$ cat config.mk
export PLATFORM = sky130hd
export DESIGN_NAME = cache_arbiter
export DESIGN_NICKNAME = d
export VERILOG_FILES = /design/src/rtl/cache_arbiter.sv
export SDC_FILE = /design/constraint.sdc
export NUM_CORES = 1
export LEC_CHECK = 0
export ABC_AREA = 1
export ABC_CLOCK_PERIOD_IN_PS = 2600
export CAP_MARGIN = 0
export CORE_AREA = 2 2 543 545
export DETAILED_ROUTE_END_ITERATION = 16
export DIE_AREA = 0 0 545 547
export GPL_ROUTABILITY_DRIVEN = 0
export PLACE_DENSITY_LB_ADDON = 0.2
export SKIP_CTS_REPAIR_TIMING = 1
export SYNTH_ARGS = -nofsm -noshare
export SYNTH_HDL_FRONTEND = slang
export SYNTH_SLANG_ARGS = --single-unit
$ cat constraint.sdc
create_clock -name clk -period 2.6 [get_ports clk]
set_input_delay 0.26 -clock clk [delete_from_list [all_inputs] [get_ports clk]]
set_output_delay 0.26 -clock clk [all_outputs]
set_load 0.1 [all_outputs]
$ cat src/rtl/cache_arbiter.sv
// Arbitrates the shared cacheline-adaptor port between the I-cache and D-cache.
// Define CACHE_ARB_ROUND_ROBIN_EN for round-robin ties; otherwise the D-cache wins ties.
module cache_arbiter (
  input  logic         clk,
  input  logic         rst,
  input  logic         i_pmem_read,
  input  logic [31:0]  i_pmem_address,
  output logic [255:0] i_pmem_rdata,
  output logic         i_pmem_resp,
  input  logic         d_pmem_read,
  input  logic         d_pmem_write,
  input  logic [31:0]  d_pmem_address,
  input  logic [255:0] d_pmem_wdata,
  output logic [255:0] d_pmem_rdata,
  output logic         d_pmem_resp,
  output logic         mem_read,
  output logic         mem_write,
  output logic [31:0]  mem_address,
  output logic [255:0] mem_wdata,
  input  logic [255:0] mem_rdata,
  input  logic         mem_resp
);

  typedef enum logic [1:0] {IDLE, SERVE_I, SERVE_D, RECOVER} state_t;

  state_t state, state_next;
  logic   i_req, d_req, grant_i, grant_d, serving;

`ifdef CACHE_ARB_ROUND_ROBIN_EN
  logic last_grant;  // 0: I-cache granted last, 1: D-cache granted last
`endif

  assign i_req   = i_pmem_read;
  assign d_req   = d_pmem_read | d_pmem_write;
  assign serving = (state == SERVE_I) || (state == SERVE_D);

  // Next-state and grant decision
  always_comb begin
    state_next = state;
    grant_i    = 1'b0;
    grant_d    = 1'b0;
    case (state)
      IDLE: begin
        if (i_req && d_req) begin
`ifdef CACHE_ARB_ROUND_ROBIN_EN
          grant_i = last_grant;
          grant_d = ~last_grant;
`else
          grant_d = 1'b1;
`endif
        end else begin
          grant_i = i_req;
          grant_d = d_req;
        end
        if (grant_i)      state_next = SERVE_I;
        else if (grant_d) state_next = SERVE_D;
      end
      SERVE_I, SERVE_D: if (mem_resp) state_next = RECOVER;
      RECOVER:          state_next = IDLE;
      default:          state_next = IDLE;
    endcase
  end

  // State and latched request; the op is held until the adaptor responds
  always_ff @(posedge clk) begin
    if (rst) begin
      state       <= IDLE;
      mem_read    <= 1'b0;
      mem_write   <= 1'b0;
      mem_address <= 32'd0;
      mem_wdata   <= 256'd0;
    end else begin
      state <= state_next;
      if (grant_i) begin
        mem_read    <= 1'b1;
        mem_write   <= 1'b0;
        mem_address <= i_pmem_address;
      end else if (grant_d) begin
        mem_read    <= ~d_pmem_write;
        mem_write   <= d_pmem_write;
        mem_address <= d_pmem_address;
        mem_wdata   <= d_pmem_wdata;
      end else if (serving && mem_resp) begin
        mem_read  <= 1'b0;
        mem_write <= 1'b0;
      end
    end
  end

`ifdef CACHE_ARB_ROUND_ROBIN_EN
  always_ff @(posedge clk) begin
    if (rst)                     last_grant <= 1'b0;
    else if (grant_i || grant_d) last_grant <= grant_d;
  end
`endif

  // A D-cache read and write-back at once is a controller bug; the write is issued
  always_ff @(posedge clk) begin
    if (!rst && grant_d)
      assert (!(d_pmem_read && d_pmem_write))
        else $warning("cache_arbiter: d_pmem_read and d_pmem_write both high, write issued");
  end

  assign i_pmem_resp  = (state == SERVE_I) && mem_resp;
  assign d_pmem_resp  = (state == SERVE_D) && mem_resp;
  assign i_pmem_rdata = mem_rdata;
  assign d_pmem_rdata = mem_rdata;

endmodule

### After elaboration in Yosys (flattened, before gate mapping)

Index checks and enable logic that the tools add are counted.
Widths: inputs -> output; s select.

* output and inout port bits: 804
* bits of input ports: 582
* logic and storage cells: 42
* bits in registers: 292

* reduce and logical (&&, ||, !) cells: 13
* equal/unequal tests: 5
* bitwise gates (word level): 3
* mux-type cells: 16

Operator list (count)
* $mux 32: 2
* $mux 1: 10
* $mux 2: 3
* $pmux 2 s3: 1
* $eq 2x2->1 const B: 2
* $logic_and 1x1->1: 4
* $reduce_and 2->1: 2
* $reduce_bool 2->1: 2
* $reduce_or 2->1: 2
* $ne 3x3->1 const B: 1
* $reduce_bool 3->1: 1
* $eq 2x1->1 const B: 1
* $logic_not 2->1: 1
* $ne 2x2->1 const B: 1
* $not 1->1: 2
* $logic_or 1x1->1: 1
* $or 1x1->1: 1

### Depth between registers and ports, before layout

Gate-level depths: netlist (run 1).

* depth in word-level cells: 7
* gate-level depth with buffers: 10
* mapped depth without buffers: 9

### Worst setup path before layout (run 1)

Ideal clock, no wire load.

* kind: reg-to-reg
* from: register state[0]
* to: register mem_wdata[219]
* stages on the path, launching flop included: 10
* period minus slack after synthesis: 1.455 ns
* data required time: 2.483 ns
* buffers on the path: 3
* setup time: 0.117 ns
* slack: 1.145 ns
* arrival time: 1.338 ns
* cells stage by stage: dfxtp_1 inv_1 ha_1 buf_2 o21ai_2 inv_2 buf_4 buf_2 nor2_1 nor2_1

* word-level cells in the longest chain between the ends: 4
* elaborated cells between the ends (all ways): 5
* those cells by class: mux: 2; bitwise: 1; reduce/logical: 2

Ends and longest elaborated chain
* from (decl): RTL line 26 `state_t state, state_next;`
* from (signal assigned): RTL line 73 `state <= state_next;`
* $logic_not 2->1 (*): RTL line 42 `case (state)`
* $mux 1: RTL line 42
* $not 1->1 (no line)
* $reduce_and 2->1 (no line) (*)
* to (signal assigned): RTL line 82 `mem_wdata <= d_pmem_wdata;`
* to (decl): RTL line 19 `output logic [255:0] mem_wdata,`

Every way passes the cells marked *; elsewhere a longest branch is shown, timed or not.
A chain may end at the register's enable or synchronous reset.

### Worst setup path in the final report (run 1)

* from: register state[0]
* to: register mem_wdata[195]

The elaborated chain is that of the path after synthesis.

==> qor.csv, run 1 <==
stage;metric;value;unit
cts;cts_buffer_depth;3;
run_status;status;finished, final reports clean;
critical_path;path_cells;inv_1 > ha_2 > o21ai_4 > buf_12 > buf_12 > buf_4 > o21ai_0 > nor2_1;
timing;setup_tns;0;ns
critical_path;r2r_start;state[0];
route;dr.pass1.iters;5;
route;vias;13000;
timing;final_hold_viol_count;0;
floorplanning;initial_core_util;4.96;%
synthesis;synthDistinctLibCells;17;
flow_run;maxCapViolations;0;
timing;finalClockSkew;0.0291;ns
critical_path;cp-start-kind;flop;
critical_path;required;3.16;ns
power_and_ir_drop;p_int;14.6;mW
cells_and_area;drive_gt1_share;20.6;%
timing;rsz0062_at_grt;false;
route;drtAntennaViolNets;0;
floorplanning;die_x;545;um
cts;cts_sinks;292;
critical_path;cp-end-kind;flop;
power_and_ir_drop;leakage;8.31;nW
placement;port_buffers;617;
critical_path;worstSetupStartpoint;state[0];
floorplanning;core.rowCount;199;
route;wl_per_cell;23.4;um
floorplanning;die_h;547;um
cells_and_area;final_cell_mix;613 x nor2_1, 324 x clkdlybuf4s50_1, 321 x buf_4;
cts;htree_levels;2;
power_and_ir_drop;power_frac_seq;19.8;%
critical_path;worst-setup-path-type;flop to flop;
synthesis;synth.area.top_cells;dfxtp_1 40%, buf_4 27%, nor2_1 16%, o21ai_0 8.7%, buf_2 2.2%;
timing;final-max-slew-violation-count;0;
cts;clk_pin_slew;0.06;ns
grt;overflow;0;
power_and_ir_drop;p_comb_share;59.6;%
cts;clk_latency;0.71;ns
floorplanning;io_pins;1386;
power_and_ir_drop;power.density;1590;nW/um2
power_and_ir_drop;net-switching-power;21.6;mW
route;via_per_inst;2.16;
grt;grt_pass1_wl;168;mm
route;drt_iter0_drc;657;
synthesis;synth_area;14500;um2
critical_path;worst_path_most_repeated_cell;buf_12;
synthesis;ys_warn_count;0;
synthesis;syn_inst;1944;
grt;grt_antenna_before_repair;56;
grt;grt.total_usage;9.04;%
synthesis;synth_top_area_share;40.3;%
timing;timing.hold.ws;0.0729;ns
route;drc;0;
cells_and_area;final_common_cell;nor2_1;
timing;post-route-min-period;2.06;ns
power_and_ir_drop;clkPwrFrac;20.6;%
power_and_ir_drop;peakVddDrop;647;uV
cells_and_area;fillers;34400;
cts;cts_tree;built;
synthesis;postSynthNetCount;2529;
timing;finalCritPeriodShare;79.2;%
timing;worst_slew_pin_slew;0.765;ns
placement;place_hpwl;122;mm
route;drt_wl_total;141;mm
cts;cts_made_buffers;49;
cts;clockRootBuffer;clkbuf_16;
floorplanning;die_area;298000;um2
synthesis;syn_avg_cell_area;7.46;um2
critical_path;cpPeakStageDelay;0.46;ns
floorplanning;core_area;293000;um2
critical_path;arrival;2.62;ns
critical_path;cp_slowest_cell;o21ai_0;
cells_and_area;syn_to_final_growth;57.8;%
grt;grt_start_max_net_pins;63;
worst_hold_path;holdCritStartpoint;rst;
synthesis;ys_seq_area_share;40.3;%
timing;setup_violations;0;
timing;max_freq;486;MHz
worst_hold_path;hp-class;input pin to flop;
synthesis;yosysTopAreaCell;dfxtp_1;
power_and_ir_drop;swShare;59.6;%
critical_path;rrSetupSlack;0.54;ns
cells_and_area;nNetsFinal;2628;
synthesis;ys_ff_latch;292;
critical_path;cp_max_fo;44;
grt;grt_pass1_vias;13000;
timing;slew_headroom;49.4;%
==> power by group through the flow <==
stage / sequential [mW] / clock [mW] / combinational (mW)
after floorplan: 18.7 / 0 / 6.97
after global placement: 7.25 / 0 / 22.2
after detailed placement: 7.29 / 0 / 22.1
after CTS: 7.21 / 8.03 / 22.2
after global routing: 7.39 / 8.11 / 23.0
final: 7.17 / 7.49 / 21.6
==> cell families after synthesis <==
group	Yosys count	share of synthesized area [%]
AND/OR/NAND/NOR	729	19.5
flip-flops	292	40.3
buffers and inverters	659	31.0
AO/OA/AOI/OAI	261	9.03
adder cells (fa/ha/maj)	3	0.259
==> final cells by class <==
type	instances	area [um2]	area share, %
Timing Repair Buffer	664	5990	26.2
Sequential cell	292	5850	25.5
Tap cell	3919	4900	21.4
Multi-Input combinational cell	993	4190	18.3
Clock buffer	63	1350	5.89
Clock inverter	24	417	1.82
Inverter	43	176	0.771
Antenna cell	7	17.5	0.0765
==> registers in the layout (all words and copies together), names as in the netlist <==
name / cells
mem_wdata: 256
mem_address: 32
state: 2
mem_read: 1
mem_write: 1
==> synth_stat cells <==
cell	instances
or2_2	1
inv_1	41
o21ai_2	1
nand3b_1	1
nand2_1	49
buf_4	516
inv_2	2
nor2_1	614
buf_1	3
o21ai_1	5
a21oi_1	3
ha_1	3
dfxtp_1	292
buf_2	64
o21ai_0	252
nand3_1	64
clkbuf_1	33
==> per-layer routing <==
layer  global-route usage (%)  vias up  share of wire [%]
li1                         -     5789                  -
met1                     7.81     5644                 30
met2                     12.7     1114                 39
met3                     10.0      436                 24
met4                     4.63        6                6.2
met5                    0.385        -              0.082
==> per-stage QoR <==
stage | area (um2) | total power [mW] | worst slack [ns] | utilization [%] | instances
finish | 22900 | 36.3 | 0.542 | 7.82 | 6005
global route | 22900 | 38.5 | 0.342 | 7.82 | 5998
CTS | 22900 | 37.4 | 0.386 | 7.82 | 5998
global placement | 21100 | 29.4 | 0.280 | 7.21 | 5911
floorplan | 14500 | 25.7 | 1.15 | - | 1944
detailed placement | 21100 | 29.4 | 0.272 | 7.21 | 5911
==> critical path: cells and delay by family (launching register included) <==
family,cells,cell delay (ns)
buf+inv,4,0.67
fa+ha+maj,1,0.26
flops,1,0.31
simple gates,1,0.07
compound gates,2,0.55
==> final timing paths <==
check / end / cells after the start
worst max-delay path: mem_wdata[195] / 8
worst min-delay path: state[0] / 4
worst max register to register: mem_wdata[195] / 8
worst min register to register: mem_wdata[12] / 2
No activity file was read; power rests on OpenSTA's default activity.
==> run 2: changes to the inputs <==
--- a/config.mk
+++ b/config.mk
@@ -6,11 +6,11 @@
 export NUM_CORES = 1
 export LEC_CHECK = 0
 export ABC_AREA = 1
-export ABC_CLOCK_PERIOD_IN_PS = 2600
+export ABC_CLOCK_PERIOD_IN_PS = 1950
 export CAP_MARGIN = 0
-export CORE_AREA = 2 2 543 545
+export CORE_AREA = 2 2 544 546
 export DETAILED_ROUTE_END_ITERATION = 16
-export DIE_AREA = 0 0 545 547
+export DIE_AREA = 0 0 546 548
 export GPL_ROUTABILITY_DRIVEN = 0
 export PLACE_DENSITY_LB_ADDON = 0.2
 export SKIP_CTS_REPAIR_TIMING = 1
==> constraint.sdc (replaced) <==
create_clock -name clk -period 1.95 [get_ports clk]
set_input_delay 0.195 -clock clk [delete_from_list [all_inputs] [get_ports clk]]
set_output_delay 0.195 -clock clk [all_outputs]
set_load 0.1 [all_outputs]
==> run 2 against run 1 <==
Effect of this change: sequential power up 33%; register-to-register slack got worse by 0.38 ns; via count down 0.27%; count of clock-buffer cells in the layout rose by 1; design area grew 2.3%; clock power up 20%; die area increased by 0.37%; utilization rose by 0.16 points; critical endpoint is now i_pmem_resp; largest cell class unchanged.
==> qor.csv, run 2 (synthesized netlist as in run 1, its figures left out) <==
stage;metric;value;unit;change
floorplanning;die_area;299000;um2;was 298000 um2
timing;final-max-slew-violation-count;0;;unchanged
critical_path;cp_num_buf_inv;3;;was 4
cells_and_area;final_common_cell;nor2_1;;unchanged
critical_path;worst-setup-path-type;flop to primary output;;was flop to flop
worst_hold_path;min_to;mem_wdata[163];;was state[0]
timing;post-route-min-period;1.80;ns;
route;drc;0;;unchanged
cts;clk_pin_slew;0.06;ns;about the same
grt;grt_pass1_vias;12900;;was 13000
critical_path;cp_slowest_cell;dfxtp_1;;was o21ai_0
placement;place_hpwl;125;mm;was 122 mm
cells_and_area;syn_to_final_growth;61.4;%;was 57.8%
route;wl_per_cell;23.3;um;was 23.4 um
power_and_ir_drop;power.density;2050;nW/um2;was 1590 nW/um2
cts;cts_sinks;292;;unchanged
timing;setup_violations;0;;unchanged
grt;grt_antenna_before_repair;53;;was 56
grt;overflow;0;;unchanged
critical_path;path_cells;inv_1 > ha_1 > nand2_1 > inv_1 > buf_12;;was inv_1 > ha_2 > o21ai_4 > buf_12 > buf_12 > buf_4 > o21ai_0 > nor2_1
route;drt_wl_total;141;mm;about the same
route;drt_iter0_drc;596;;was 657
placement;dp.cells;5959;;was 5911
grt;grt.total_usage;9.04;%;about the same
power_and_ir_drop;p_int;19.4;mW;was 14.6 mW
power_and_ir_drop;clkPwrFrac;18.6;%;was 20.6%
critical_path;arrival;1.60;ns;was 2.62 ns
grt;grt_pass1_wl;170;mm;was 168 mm
floorplanning;die_h;548;um;was 547 um
critical_path;required;1.75;ns;was 3.16 ns
critical_path;cp_num_cells;5;;was 8
cells_and_area;fillers;34400;;about the same
timing;setup_ws;0.151;ns;was 0.542 ns
power_and_ir_drop;net-switching-power;28.6;mW;was 21.6 mW
power_and_ir_drop;power_frac_seq;19.9;%;was 19.8%
placement;port_buffers;617;;unchanged
cells_and_area;regMostFlops;mem_wdata;;unchanged
route;dr.pass1.iters;5;;unchanged
cells_and_area;final_cells;6045;;was 6005
route;drtAntennaViolNets;0;;unchanged
cts;clk_latency;0.68;ns;was 0.71 ns
cells_and_area;drive_gt1_share;22.2;%;was 20.6%
cts;cts_made_buffers;47;;was 49
power_and_ir_drop;swShare;59.6;%;about the same
floorplanning;core_area;293000;um2;about the same
placement;pre_cts_ws;-0.195;ns;was 0.272 ns
cts;clockRootBuffer;clkbuf_16;;unchanged
timing;finalCritPeriodShare;92.3;%;
cells_and_area;largest_reg_flops;256;;unchanged
critical_path;crit_family;buffers and inverters;;unchanged
critical_path;ff2ff_path_depth;8;;unchanged
cts;cts_tree;built;;unchanged
route;via_per_inst;2.14;;was 2.16
floorplanning;die_x;546;um;was 545 um
critical_path;cp-end-kind;primary output;;was flop
route;vias;13000;;about the same
flow_run;maxCapViolations;0;;unchanged
grt;grt_start_max_net_pins;61;;was 63
power_and_ir_drop;p_comb_share;61.5;%;was 59.6%
critical_path;cp_max_fo;3;;was 44
worst_hold_path;holdPathStages;3;;was 4
critical_path;rrSetupSlack;0.16;ns;was 0.54 ns
critical_path;r2r_start;state[1];;was state[0]
cells_and_area;final_cell_mix;613 x nor2_1, 343 x buf_4, 324 x clkdlybuf4s50_1;;was 613 x nor2_1, 324 x clkdlybuf4s50_1, 321 x buf_4
timing;rsz0062_at_grt;false;;unchanged
critical_path;cp-start-kind;flop;;unchanged
timing;max_freq;556;MHz;
timing;final_hold_viol_count;0;;unchanged
timing;worst_slew_pin_slew;0.629;ns;was 0.765 ns
cells_and_area;fin_util;7.99;%;was 7.82%
critical_path;r2r-end;mem_wdata[92];;was mem_wdata[195]
floorplanning;core.rowCount;199;;unchanged
run_status;status;finished, final reports clean;;unchanged
worst_hold_path;holdCritStartpoint;d_pmem_wdata[163];;was rst
cts;cts_buffer_depth;3;;unchanged
worst_hold_path;hp-class;input pin to flop;;unchanged
power_and_ir_drop;leakage;8.55;nW;was 8.31 nW
floorplanning;initial_core_util;4.95;%;was 4.96%
critical_path;worst_path_most_repeated_cell;inv_1;;was buf_12
cells_and_area;nNetsFinal;2675;;was 2628
cts;htree_levels;2;;unchanged
cells_and_area;reg.largest.list;mem_wdata: 256 flops, mem_address: 32 flops, state: 2 flops;;unchanged
critical_path;cpPeakStageDelay;0.31;ns;was 0.46 ns
timing;finalClockSkew;0.0265;ns;was 0.0291 ns
power_and_ir_drop;peakVddDrop;1120;uV;was 647 uV
timing;slew_headroom;58.1;%;was 49.4%
timing;setup_tns;0;ns;unchanged
floorplanning;io_pins;1386;;unchanged
run 2: area by class of cell:
| type | count | area (um2) | share of cell area, % |
|---|---|---|---|
| multi-input cells | 993 | 4210 | 18.0 |
| inverters | 43 | 176 | 0.754 |
| diodes | 4 | 10.0 | 0.0428 |
| clock buffers | 64 | 1320 | 5.64 |
| repair buffers | 713 | 6710 | 28.7 |
| flip-flops and latches | 292 | 5850 | 25.0 |
| clock inverters | 17 | 230 | 0.983 |
| well taps | 3919 | 4900 | 20.9 |
run 2: power by group through the flow:
stage / clock network, mW / logic, mW / registers (mW)
after global routing: 9.71 / 31.3 / 9.83
after floorplan: 0 / 9.30 / 24.9
after detailed placement: 0 / 30.2 / 9.70
final: 8.96 / 29.5 / 9.54
after CTS: 9.66 / 30.2 / 9.59
after global placement: 0 / 30.2 / 9.65
run 2: worst max path at each step:
stage                endpoint  slack [ns]         from
2_1_floorplan  mem_wdata[219]        0.50     state[0]
3_3_place_gp    mem_wdata[92]       -0.24  d_pmem_read
3_5_place_dp    mem_wdata[92]       -0.19  d_pmem_read
4_1_cts         mem_wdata[92]       -0.18     state[1]
5_1_grt           i_pmem_resp        0.01     state[1]
6_report          i_pmem_resp        0.15     state[1]
run 2: routing by layer:
metal | routed length, um | vias up | GRT usage, % | share of wire (%)
met3 | 33100 | 397 | 9.57 | 23
met2 | 53900 | 1123 | 12.2 | 38
met1 | 45800 | 5555 | 8.37 | 33
met4 | 8040 | 4 | 4.96 | 5.7
li1 | - | 5875 | - | -
met5 | 147 | - | 0.348 | 0.10
run 2: metrics by stage:
stage | total power [mW] | hold WS, ns | area [um2]
3_3_place_gp | 39.9 | 0.391 | 21800
5_1_grt | 50.8 | 0.0939 | 23400
6_report | 48.0 | 0.140 | 23400
2_1_floorplan | 34.2 | 0.343 | 14500
3_5_place_dp | 39.9 | 0.391 | 21800
4_1_cts | 49.4 | -0.106 | 23400
run 2: worst reg2reg max path: cells and delay by family, from the launching register on:
family / cells / cell delay, ns
buffers and inverters: 4 / 0.71
AOI/OAI and AO/OA: 2 / 0.42
and+or+nand+nor: 1 / 0.03
adders and majority gates: 1 / 0.20
DFF: 1 / 0.31
